==> src/rtl/i2s_rx_tdm_pkg.sv <==
// Shared types for the I2S/TDM receive channel: FSM states, framing modes and
// the output buffer entry layout.
package i2s_rx_tdm_pkg;

  typedef enum logic [1:0] {
    ST_IDLE,
    ST_OFFSET,
    ST_SLOT,
    ST_WAIT
  } rx_state_e;

  localparam logic MODE_I2S = 1'b0;
  localparam logic MODE_TDM = 1'b1;

  // Entries are sized for the largest legal configuration (16 slots, 32-bit words).
  localparam int SLOT_IDX_W = 4;
  localparam int MAX_DATA_W = 32;

  typedef struct packed {
    logic [SLOT_IDX_W-1:0] slot;
    logic [MAX_DATA_W-1:0] data;
  } rx_entry_t;

endpackage

==> src/rtl/i2s_rx_tdm_fifo.sv <==
// Generic synchronous FIFO with synchronous flush; a write into a full FIFO is
// accepted only when a read happens in the same cycle.
module i2s_rx_tdm_fifo #(
  parameter int WIDTH = 36,
  parameter int DEPTH = 4
) (
  input  logic             clk_i,
  input  logic             rst_i,
  input  logic             flush_i,
  input  logic             wr_i,
  input  logic [WIDTH-1:0] wdata_i,
  input  logic             rd_i,
  output logic [WIDTH-1:0] rdata_o,
  output logic             full_o,
  output logic             empty_o
);
  localparam int AW = $clog2(DEPTH);

  logic [WIDTH-1:0] r_mem [DEPTH];
  logic [AW-1:0]    r_wptr, r_rptr;
  logic [AW:0]      r_cnt;
  logic             w_wr, w_rd;

  assign full_o  = (r_cnt == (AW+1)'(DEPTH));
  assign empty_o = (r_cnt == '0);
  assign w_rd    = rd_i & ~empty_o;
  assign w_wr    = wr_i & (~full_o | w_rd);
  assign rdata_o = r_mem[r_rptr];

  always_ff @(posedge clk_i) begin
    if (rst_i || flush_i) begin
      r_wptr <= '0;
      r_rptr <= '0;
      r_cnt  <= '0;
    end else begin
      if (w_wr) r_wptr <= r_wptr + AW'(1);
      if (w_rd) r_rptr <= r_rptr + AW'(1);
      r_cnt <= r_cnt + (AW+1)'(w_wr) - (AW+1)'(w_rd);
    end
  end

  always_ff @(posedge clk_i) begin
    if (w_wr) r_mem[r_wptr] <= wdata_i;
  end

endmodule

==> src/rtl/i2s_rx_tdm_channel.sv <==
// Serial receive channel: detects I2S/TDM frame starts, deserialises slot words
// and queues enabled slots into an output FIFO.
module i2s_rx_tdm_channel
  import i2s_rx_tdm_pkg::*;
#(
  parameter int NUM_SLOTS = 8,
  parameter int DATA_W    = 32,
  parameter int DEPTH     = 4
) (
  input  logic                         clk_i,
  input  logic                         rst_i,
  input  logic                         sd_i,
  input  logic                         ws_i,
  input  logic                         cfg_en_i,
  input  logic                         cfg_mode_i,
  input  logic [3:0]                   cfg_offset_i,
  input  logic [4:0]                   cfg_wlen_i,
  input  logic [4:0]                   cfg_slot_w_i,
  input  logic [$clog2(NUM_SLOTS)-1:0] cfg_nslots_i,
  input  logic [NUM_SLOTS-1:0]         cfg_slot_mask_i,
  input  logic                         cfg_lsb_first_i,
  output logic [DATA_W-1:0]            data_o,
  output logic [$clog2(NUM_SLOTS)-1:0] slot_o,
  output logic                         valid_o,
  input  logic                         ready_i,
  output logic                         ovf_o,
  output logic                         frame_err_o
);
  localparam int SW = $clog2(NUM_SLOTS);

  rx_state_e         r_state, w_state_nxt;
  logic              r_ws_q;
  logic [4:0]        r_bit_cnt, w_bit_nxt, w_bit;
  logic [SW-1:0]     r_slot_cnt, w_slot_nxt, w_slot, w_start_slot, w_nslots;
  logic [3:0]        r_off_cnt, w_off_nxt;
  logic [DATA_W-1:0] r_shreg, w_sh_nxt, w_base;
  logic              w_rise, w_fall, w_start, w_err, w_cap, w_push, w_in_frame;
  logic              r_push_vld, r_ovf, r_ferr;
  rx_entry_t         r_push_entry, w_rentry;
  logic              w_full, w_empty, w_pop, w_ovf, w_unused;

  assign w_rise     = ws_i & ~r_ws_q;
  assign w_fall     = ~ws_i & r_ws_q;
  assign w_nslots   = (cfg_mode_i == MODE_I2S) ? SW'(1) : cfg_nslots_i;
  assign w_in_frame = (r_state == ST_OFFSET) || (r_state == ST_SLOT);

  // I2S: falling ws starts the frame at slot 0, rising ws re-aligns slot 1.
  always_comb begin
    w_start      = 1'b0;
    w_start_slot = '0;
    w_err        = 1'b0;
    if (cfg_mode_i == MODE_TDM) begin
      w_start = w_rise;
      w_err   = w_rise & w_in_frame;
    end else if (w_fall) begin
      w_start = 1'b1;
      w_err   = w_in_frame;
    end else if (w_rise && r_state != ST_IDLE) begin
      w_start      = 1'b1;
      w_start_slot = SW'(1);
    end
  end

  always_comb begin
    w_state_nxt = r_state;
    w_bit_nxt   = r_bit_cnt;
    w_slot_nxt  = r_slot_cnt;
    w_off_nxt   = r_off_cnt;
    w_sh_nxt    = r_shreg;
    w_base      = '0;
    w_cap       = 1'b0;
    w_bit       = r_bit_cnt;
    w_slot      = r_slot_cnt;
    w_push      = 1'b0;
    if (!cfg_en_i) begin
      w_state_nxt = ST_IDLE;
      w_bit_nxt   = '0;
      w_slot_nxt  = '0;
      w_off_nxt   = '0;
      w_sh_nxt    = '0;
    end else begin
      if (w_start) begin
        w_bit_nxt  = '0;
        w_slot_nxt = w_start_slot;
        w_sh_nxt   = '0;
        // Zero offset: the detect cycle itself carries bit 0.
        if (cfg_offset_i == 4'd0) begin
          w_cap  = 1'b1;
          w_bit  = '0;
          w_slot = w_start_slot;
        end else if (cfg_offset_i == 4'd1) begin
          w_state_nxt = ST_SLOT;
        end else begin
          w_state_nxt = ST_OFFSET;
          w_off_nxt   = cfg_offset_i - 4'd1;
        end
      end else if (r_state == ST_OFFSET) begin
        if (r_off_cnt <= 4'd1) w_state_nxt = ST_SLOT;
        else                   w_off_nxt   = r_off_cnt - 4'd1;
      end else if (r_state == ST_SLOT) begin
        w_cap = 1'b1;
      end

      if (w_cap) begin
        w_base   = (w_bit == 5'd0) ? '0 : r_shreg;
        w_sh_nxt = w_base;
        if (w_bit <= cfg_wlen_i) begin
          if (cfg_lsb_first_i) begin
            for (int i = 0; i < DATA_W; i++)
              if (i == int'(w_bit)) w_sh_nxt[i] = sd_i;
          end else begin
            w_sh_nxt = {w_base[DATA_W-2:0], sd_i};
          end
        end
        w_push = (w_bit == cfg_wlen_i) && cfg_slot_mask_i[w_slot];
        if (w_bit == cfg_slot_w_i) begin
          w_bit_nxt = '0;
          if (w_slot == w_nslots) begin
            w_state_nxt = ST_WAIT;
          end else begin
            w_state_nxt = ST_SLOT;
            w_slot_nxt  = w_slot + SW'(1);
          end
        end else begin
          w_state_nxt = ST_SLOT;
          w_bit_nxt   = w_bit + 5'd1;
          w_slot_nxt  = w_slot;
        end
      end
    end
  end

  always_ff @(posedge clk_i) begin
    if (rst_i) r_state <= ST_IDLE;
    else       r_state <= w_state_nxt;
  end

  always_ff @(posedge clk_i) begin
    if (rst_i) begin
      r_ws_q       <= 1'b0;
      r_bit_cnt    <= '0;
      r_slot_cnt   <= '0;
      r_off_cnt    <= '0;
      r_shreg      <= '0;
      r_push_vld   <= 1'b0;
      r_push_entry <= '0;
      r_ovf        <= 1'b0;
      r_ferr       <= 1'b0;
    end else begin
      r_ws_q            <= ws_i;
      r_bit_cnt         <= w_bit_nxt;
      r_slot_cnt        <= w_slot_nxt;
      r_off_cnt         <= w_off_nxt;
      r_shreg           <= w_sh_nxt;
      r_push_vld        <= cfg_en_i & w_push;
      r_push_entry.slot <= SLOT_IDX_W'(w_slot);
      r_push_entry.data <= MAX_DATA_W'(w_sh_nxt);
      r_ovf             <= cfg_en_i & w_ovf;
      r_ferr            <= cfg_en_i & w_start & w_err;
    end
  end

  assign w_pop = ~w_empty & ready_i;
  assign w_ovf = r_push_vld & w_full & ~w_pop;

  i2s_rx_tdm_fifo #(
    .WIDTH ($bits(rx_entry_t)),
    .DEPTH (DEPTH)
  ) u_fifo (
    .clk_i   (clk_i),
    .rst_i   (rst_i),
    .flush_i (~cfg_en_i),
    .wr_i    (r_push_vld),
    .wdata_i (r_push_entry),
    .rd_i    (w_pop),
    .rdata_o (w_rentry),
    .full_o  (w_full),
    .empty_o (w_empty)
  );

  assign valid_o     = ~w_empty;
  assign data_o      = w_empty ? '0 : w_rentry.data[DATA_W-1:0];
  assign slot_o      = w_empty ? '0 : w_rentry.slot[SW-1:0];
  assign ovf_o       = r_ovf;
  assign frame_err_o = r_ferr;
  assign w_unused    = ^w_rentry;

endmodule

==> config.mk <==
export PLATFORM = sky130hd
export DESIGN_NAME = i2s_rx_tdm_channel
export DESIGN_NICKNAME = d
export VERILOG_FILES = /design/src/rtl/i2s_rx_tdm_pkg.sv /design/src/rtl/i2s_rx_tdm_fifo.sv /design/src/rtl/i2s_rx_tdm_channel.sv
export SDC_FILE = /design/constraint.sdc
export NUM_CORES = 1
export LEC_CHECK = 0
export BUFFER_PORTS_ARGS = -buffer_cell sky130_fd_sc_hd__buf_4
export CORE_MARGIN = 2
export CORE_UTILIZATION = 35
export CTS_CLUSTER_DIAMETER = 100
export DETAILED_ROUTE_END_ITERATION = 10
export GPL_TIMING_DRIVEN = 1
export PLACE_DENSITY = 0.59
export SYNTH_ARGS = -nofsm -noshare
export SYNTH_HDL_FRONTEND = slang
export SYNTH_SLANG_ARGS = --single-unit
==> constraint.sdc <==
create_clock -name clk_i -period 9.6 [get_ports clk_i]
set_input_delay 0.96 -clock clk_i [delete_from_list [all_inputs] [get_ports clk_i]]
set_output_delay 0.96 -clock clk_i [all_outputs]
set_load 0.005 [all_outputs]
==> flow_summary.json, run 1 <==
{
  "timing_worst_slew_pin_value_ns": 1.08,
  "end_kind": "register",
  "layout_common_cells": "140 x edfxtp_1, 78 x buf_4, 61 x dfxtp_1",
  "grt_util_all_layers_pct": 14.6,
  "top_level_ports": 71,
  "syn_area_per_cell_sq_um": 13.3,
  "hold_violations": 0,
  "cp_data_required_time_ns": 9.98,
  "p_leak_nw": 3.76,
  "synth_area_sq_mm": 0.00956,
  "fin_worst_skew_ns": 0.0127,
  "grt.overflow.total": 0,
  "syn_inst": 720,
  "clkPwrFrac_pct": 45.2,
  "max_stage_delay_ns": 0.60,
  "hp-class": "reg2reg",
  "route.detailed.wl_per_inst_um": 18.6,
  "internal-power_mw": 1.44,
  "power.density_mw_per_mm2": 163,
  "p_sw_mw": 0.368,
  "drt-initial-drc-count": 373,
  "path_class": "reg2reg",
  "place_hpwl_um": 13300,
  "period_needed_ns": 4.35,
  "drt_pass1_iterations": 5,
  "nets": 829,
  "ff_latch_area_sq_mm": 0.00545,
  "place.gp.congestion": 0.839,
  "finalSetupViolations": 0,
  "start_util_pct": 35.6,
  "yosysWarnings": 0,
  "synth_fp_nets": 776,
  "maxSlewHeadroom_pct": 27.9,
  "ys_ff_latch": 202,
  "synth-edff-count": 140,
  "drive_gt1_share_pct": 25.3,
  "cts_buffers": 21,
  "cts_max_path_buffers": 3,
  "core_sq_mm": 0.0269,
  "pwr-share-seq_pct": 51.1,
  "ys_types": 62,
  "post-place-ws_ns": 4.77,
  "ant_nets": 0,
  "row_count": 60,
  "fin_crit_sh_pct": 45.3,
  "slowest_stage": "o21ai_4",
  "syn2layout_area_growth_pct": 15.8,
  "max_freq_ghz": 0.230,
  "antenna_found_initial": 1,
  "die_y_um": 169,
  "drv_cap": 0,
  "port_buffers": 70,
  "setup_ws_ns": 5.25,
  "power_frac_comb_pct": 3.7,
  "ir_drop_v": 0.0000897,
  "clk_latency_ns": 0.50,
  "outcome": "finished, final reports clean",
  "cts_setup_buffers": 0,
  "grt_pass1_vias": 5774,
  "antenna_cells": 0,
  "ctsHoldBuffers": 0,
  "synthArstFlopShare_pct": 0,
  "grt_pass1_wl_um": 33100,
  "startpoint_type": "register",
  "dieWidth_um": 169,
  "multi_input_area_sq_mm": 0.00380,
  "drc": 0,
  "cp_data_arrival_time_ns": 4.73,
  "postCtsResizedCells": 0,
  "crit_chain": "inv_1 > ha_1 > nor2b_1 > o21ai_2 > nand2_1 > and2_1 > ha_1 > a21oi_1 > maj3_2 > o31a_1 > o21ai_4 > buf_4 > o2bb2ai_2",
  "tns_ns": 0,
  "swShare_pct": 20.4,
  "worst_path_most_repeated_cell": "ha_1",
  "die_area_sq_mm": 0.0287,
  "num_vias": 6032,
  "grt_max_degree": 46,
  "clk_pin_slew_worst_paths_ns": 0.06,
  "cp_max_fo": 17,
  "htree_levels": 1,
  "worst-path-buf-inv": 2,
  "drv_slew": 0,
  "grt_setup_unrepaired": "false",
  "routed_via_density": 5.34,
  "root_buffer": "clkbuf_16",
  "final_common_cell": "edfxtp_1",
  "path_delay_family": "compound AO/OA/AOI/OAI gates",
  "synth_ff_type": "edfxtp_1",
  "fillCellCount": 2518,
  "ys_seq_area_share_pct": 56.9,
  "cts_tree": "yes",
  "clock-sinks": 202,
  "wirelength_um": 21000
}
logic make-up after synthesis:
family / Yosys count / synth area share, %
flip-flops: 202 / 56.9
XOR/XNOR: 13 / 1.19
multiplexers: 48 / 9.65
AO/OA/AOI/OAI: 184 / 16.0
adder cells (fa/ha/maj): 24 / 3.21
AND/OR/NAND/NOR: 169 / 9.48
buffers and inverters: 80 / 3.49
layout make-up:
cell class	count	share of cell area [%]
Clock buffer	31	5.46
Clock inverter	7	0.802
Inverter	32	1.08
Multi-Input combinational cell	438	34.3
Sequential cell	202	49.2
Tap cell	341	3.85
Timing Repair Buffer	78	5.29
final timing paths:
kind                                              start                             to  slack [ns]  cells after the start
worst min register to register    r_push_vld$_SDFF_PP0_               ovf_o$_SDFF_PP0_        0.49                      1
worst max register to register  r_state[0]$_SDFFE_PP0P_  r_push_entry[20]$_SDFFE_PP0P_        5.25                     13
worst max-delay path            r_state[0]$_SDFFE_PP0P_  r_push_entry[20]$_SDFFE_PP0P_        5.25                     13
worst min-delay path              r_push_vld$_SDFF_PP0_               ovf_o$_SDFF_PP0_        0.49                      1
power by group through the flow:
stage / logic, mW / registers (mW) / clock network, mW
floorplan: 0.0436 / 0.941 / 0
global placement: 0.0665 / 0.942 / 0
detailed placement: 0.0662 / 0.942 / 0
CTS: 0.0664 / 0.923 / 0.832
global route: 0.0737 / 0.923 / 0.867
finish: 0.0666 / 0.923 / 0.816
flip-flops by register name, indices dropped and copies added (netlist names), named ones only:
signal	flops
r_bit_cnt	5
r_push_vld	1
u_fifo.r_wptr	2
r_slot_cnt	3
r_ws_q	1
r_state	2
frame_err_o	1
ovf_o	1
u_fifo.r_rptr	2
u_fifo.r_cnt	3
r_off_cnt	4
r_push_entry	35
u_fifo.r_mem	140
worst reg2reg max path: cells and delay by family (launching register included):
family,cells,cell delay [ns]
AOI/OAI and AO/OA,5,1.64
adders and majority gates,3,0.82
buffers and inverters,2,0.51
DFF,1,0.35
and+or+nand+nor,3,0.92
stage by stage:
step | hold WS, ns | util [%] | power, mW | cells | area [sq um]
2_1_floorplan | 0.438 | - | 0.985 | 720 | 9560
3_3_place_gp | 0.468 | 38.6 | 1.01 | 1091 | 10400
3_5_place_dp | 0.460 | 38.6 | 1.01 | 1091 | 10400
4_1_cts | 0.486 | 41.2 | 1.82 | 1129 | 11100
5_1_grt | 0.500 | 41.2 | 1.86 | 1129 | 11100
6_report | 0.485 | 41.2 | 1.81 | 1129 | 11100
synth_stat cells (5+ instances only):
library cell / count / area, sq um
a22oi_1: 23 / 173
o31ai_1: 16 / 120
o211ai_1: 25 / 188
a21oi_1: 20 / 100
dfxtp_1: 62 / 1240
o2bb2ai_2: 30 / 450
inv_1: 31 / 116
buf_1: 5 / 18.8
clkbuf_1: 31 / 116
nor3_1: 7 / 35.0
nand2_1: 39 / 146
nand3_1: 10 / 50.1
o21ai_0: 24 / 120
buf_2: 9 / 45.0
edfxtp_1: 140 / 4200
a32oi_1: 7 / 61.3
mux4_2: 35 / 788
o22ai_1: 6 / 37.5
ha_1: 22 / 275
mux2i_1: 9 / 90.1
xnor2_1: 10 / 87.6
a31oi_1: 9 / 56.3
nor2_1: 34 / 128
nor2b_1: 5 / 31.3
and2_1: 50 / 313
metal layers:
metal  track usage, %  up-vias  routed length [um]
li1                 -     2886                   -
met1             21.5     2939               10100
met2             22.3      181                9510
met3             2.31       26                1020
met4             3.94        0                 400
met5                0        -                   0
Note: power is estimated with default switching activity, not from simulation.
==> run 2, diff against run 1 <==
PLACE_DENSITY = 0.61   (was 0.59)
clock period = 3.65 ns   (was 9.6 ns; I/O delays follow)
==> flow_summary.json, run 2 (synthesis results as in run 1) <==
{
  "grt_util_all_layers_pct": 14.7,
  "cts_max_path_buffers": 3,
  "timing_worst_slew_pin_value_ns": 0.805,
  "route.detailed.wl_per_inst_um": 18.4,
  "ant_nets": 0,
  "p_leak_nw": 3.82,
  "hp-class": "in2reg",
  "swShare_pct": 21.0,
  "start_util_pct": 35.6,
  "startpoint_type": "register",
  "cp_data_required_time_ns": 4.08,
  "setup.worst_path.start": "r_state[0]$_SDFFE_PP0P_",
  "internal-power_mw": 3.73,
  "grt_pass1_vias": 5954,
  "timing.rr.start": "r_state[0]$_SDFFE_PP0P_",
  "dieWidth_um": 169,
  "worstHoldStart": "rst_i",
  "reg_top3": "u_fifo.r_mem x140, r_push_entry x35, r_bit_cnt x5",
  "clock-sinks": 202,
  "antenna_found_initial": 0,
  "drv_slew": 0,
  "drv_cap": 0,
  "largest_reg_flops": 140,
  "regMostFlops": "u_fifo.r_mem",
  "die_area_sq_mm": 0.0287,
  "wirelength_um": 21000,
  "root_buffer": "clkbuf_16",
  "p_sw_mw": 0.992,
  "clk_latency_ns": 0.51,
  "antenna_cells": 0,
  "htree_levels": 1,
  "tns_ns": 0,
  "core_sq_mm": 0.0269,
  "syn2layout_area_growth_pct": 16.8,
  "post-place-ws_ns": 0.428,
  "fin_worst_skew_ns": 0.0139,
  "place.gp.congestion": 0.813,
  "clkPwrFrac_pct": 44.8,
  "place_hpwl_um": 13500,
  "period_needed_ns": 3.17,
  "fin_crit_sh_pct": 86.8,
  "grt_max_degree": 46,
  "nets": 840,
  "path_class": "reg2reg",
  "cp_max_fo": 30,
  "maxSlewHeadroom_pct": 45.8,
  "port_buffers": 70,
  "pwr-share-seq_pct": 51.4,
  "outcome": "finished, final reports clean",
  "end_kind": "register",
  "power.density_mw_per_mm2": 423,
  "final_common_cell": "edfxtp_1",
  "layout_common_cells": "140 x edfxtp_1, 87 x buf_4, 61 x dfxtp_1",
  "drive_gt1_share_pct": 26.2,
  "clk_pin_slew_worst_paths_ns": 0.06,
  "cts_buffers": 21,
  "setup_ws_ns": 0.480,
  "fillCellCount": 2510,
  "hold_violations": 0,
  "cts_setup_buffers": 0,
  "grt_pass1_wl_um": 33600,
  "drc": 0,
  "cp_data_arrival_time_ns": 3.60,
  "num_vias": 6066,
  "hold_ws_ns": 0.0563,
  "ctsHoldBuffers": 0,
  "cts_tree": "yes",
  "max_freq_ghz": 0.315,
  "drt_pass1_iterations": 7,
  "postCtsResizedCells": 0,
  "drt-initial-drc-count": 486,
  "grt.overflow.total": 0,
  "power_frac_comb_pct": 3.8,
  "die_y_um": 169,
  "top_level_ports": 71,
  "ir_drop_v": 0.000211,
  "finalSetupViolations": 0,
  "row_count": 60,
  "utilization_pct": 41.6,
  "routed_via_density": 5.32,
  "grt_setup_unrepaired": "false"
}
-- run 2: cell type report --
class	count	area (sq um)	area share (%)
clock inverter	8	75.1	0.672
inverter	32	120	1.08
multi-input combinational	438	3800	34.0
tap	341	427	3.82
timing repair buffer	89	693	6.21
sequential	202	5450	48.8
clock buffer	30	609	5.45
-- run 2: path summary, 6_finish.rpt --
kind	to	slack, ns	cells past startpoint
hold reg to reg	ovf_o$_SDFF_PP0_	0.49	1
hold / removal	r_ws_q$_SDFF_PP0_	0.06	2
setup / recovery	r_push_entry[21]$_SDFFE_PP0P_	0.48	12
setup reg to reg	r_push_entry[21]$_SDFFE_PP0P_	0.48	12
-- run 2: power groups by stage --
stage	logic, mW	registers, mW	clock network (mW)
detailed placement	0.179	2.48	0
global placement	0.179	2.48	0
floorplan	0.115	2.47	0
global route	0.198	2.43	2.24
finish	0.180	2.43	2.11
CTS	0.179	2.43	2.16
-- run 2: metal layers --
| metal | wire length [um] | vias up | share of wire (%) | global-route usage (%) |
|---|---|---|---|---|
| met3 | 808 | 35 | 3.9 | 1.96 |
| met4 | 491 | 0 | 2.3 | 4.05 |
| met2 | 9500 | 147 | 45 | 22.7 |
| li1 | - | 2913 | - | - |
| met5 | 0 | - | 0 | 0 |
| met1 | 10200 | 2971 | 49 | 21.8 |
-- run 2: critical path, cell delays in order (launching register included) --
cell and delay (ns):
dfxtp_1 0.36, inv_1 0.07, ha_1 0.21, nor2b_1 0.16, o21a_4 0.29, o21ai_1 0.29
inv_1 0.11, ha_1 0.30, inv_1 0.07, o31a_1 0.40, o41ai_4 0.40, buf_12 0.27
o2bb2ai_2 0.12
-- run 2: per-stage QoR --
stage / power, mW / std cells / instance area [sq um]
global route: 4.87 / 1140 / 11200
global placement: 2.66 / 1102 / 10500
detailed placement: 2.66 / 1102 / 10500
CTS: 4.77 / 1140 / 11200
floorplan: 2.59 / 720 / 9560
finish: 4.72 / 1140 / 11200
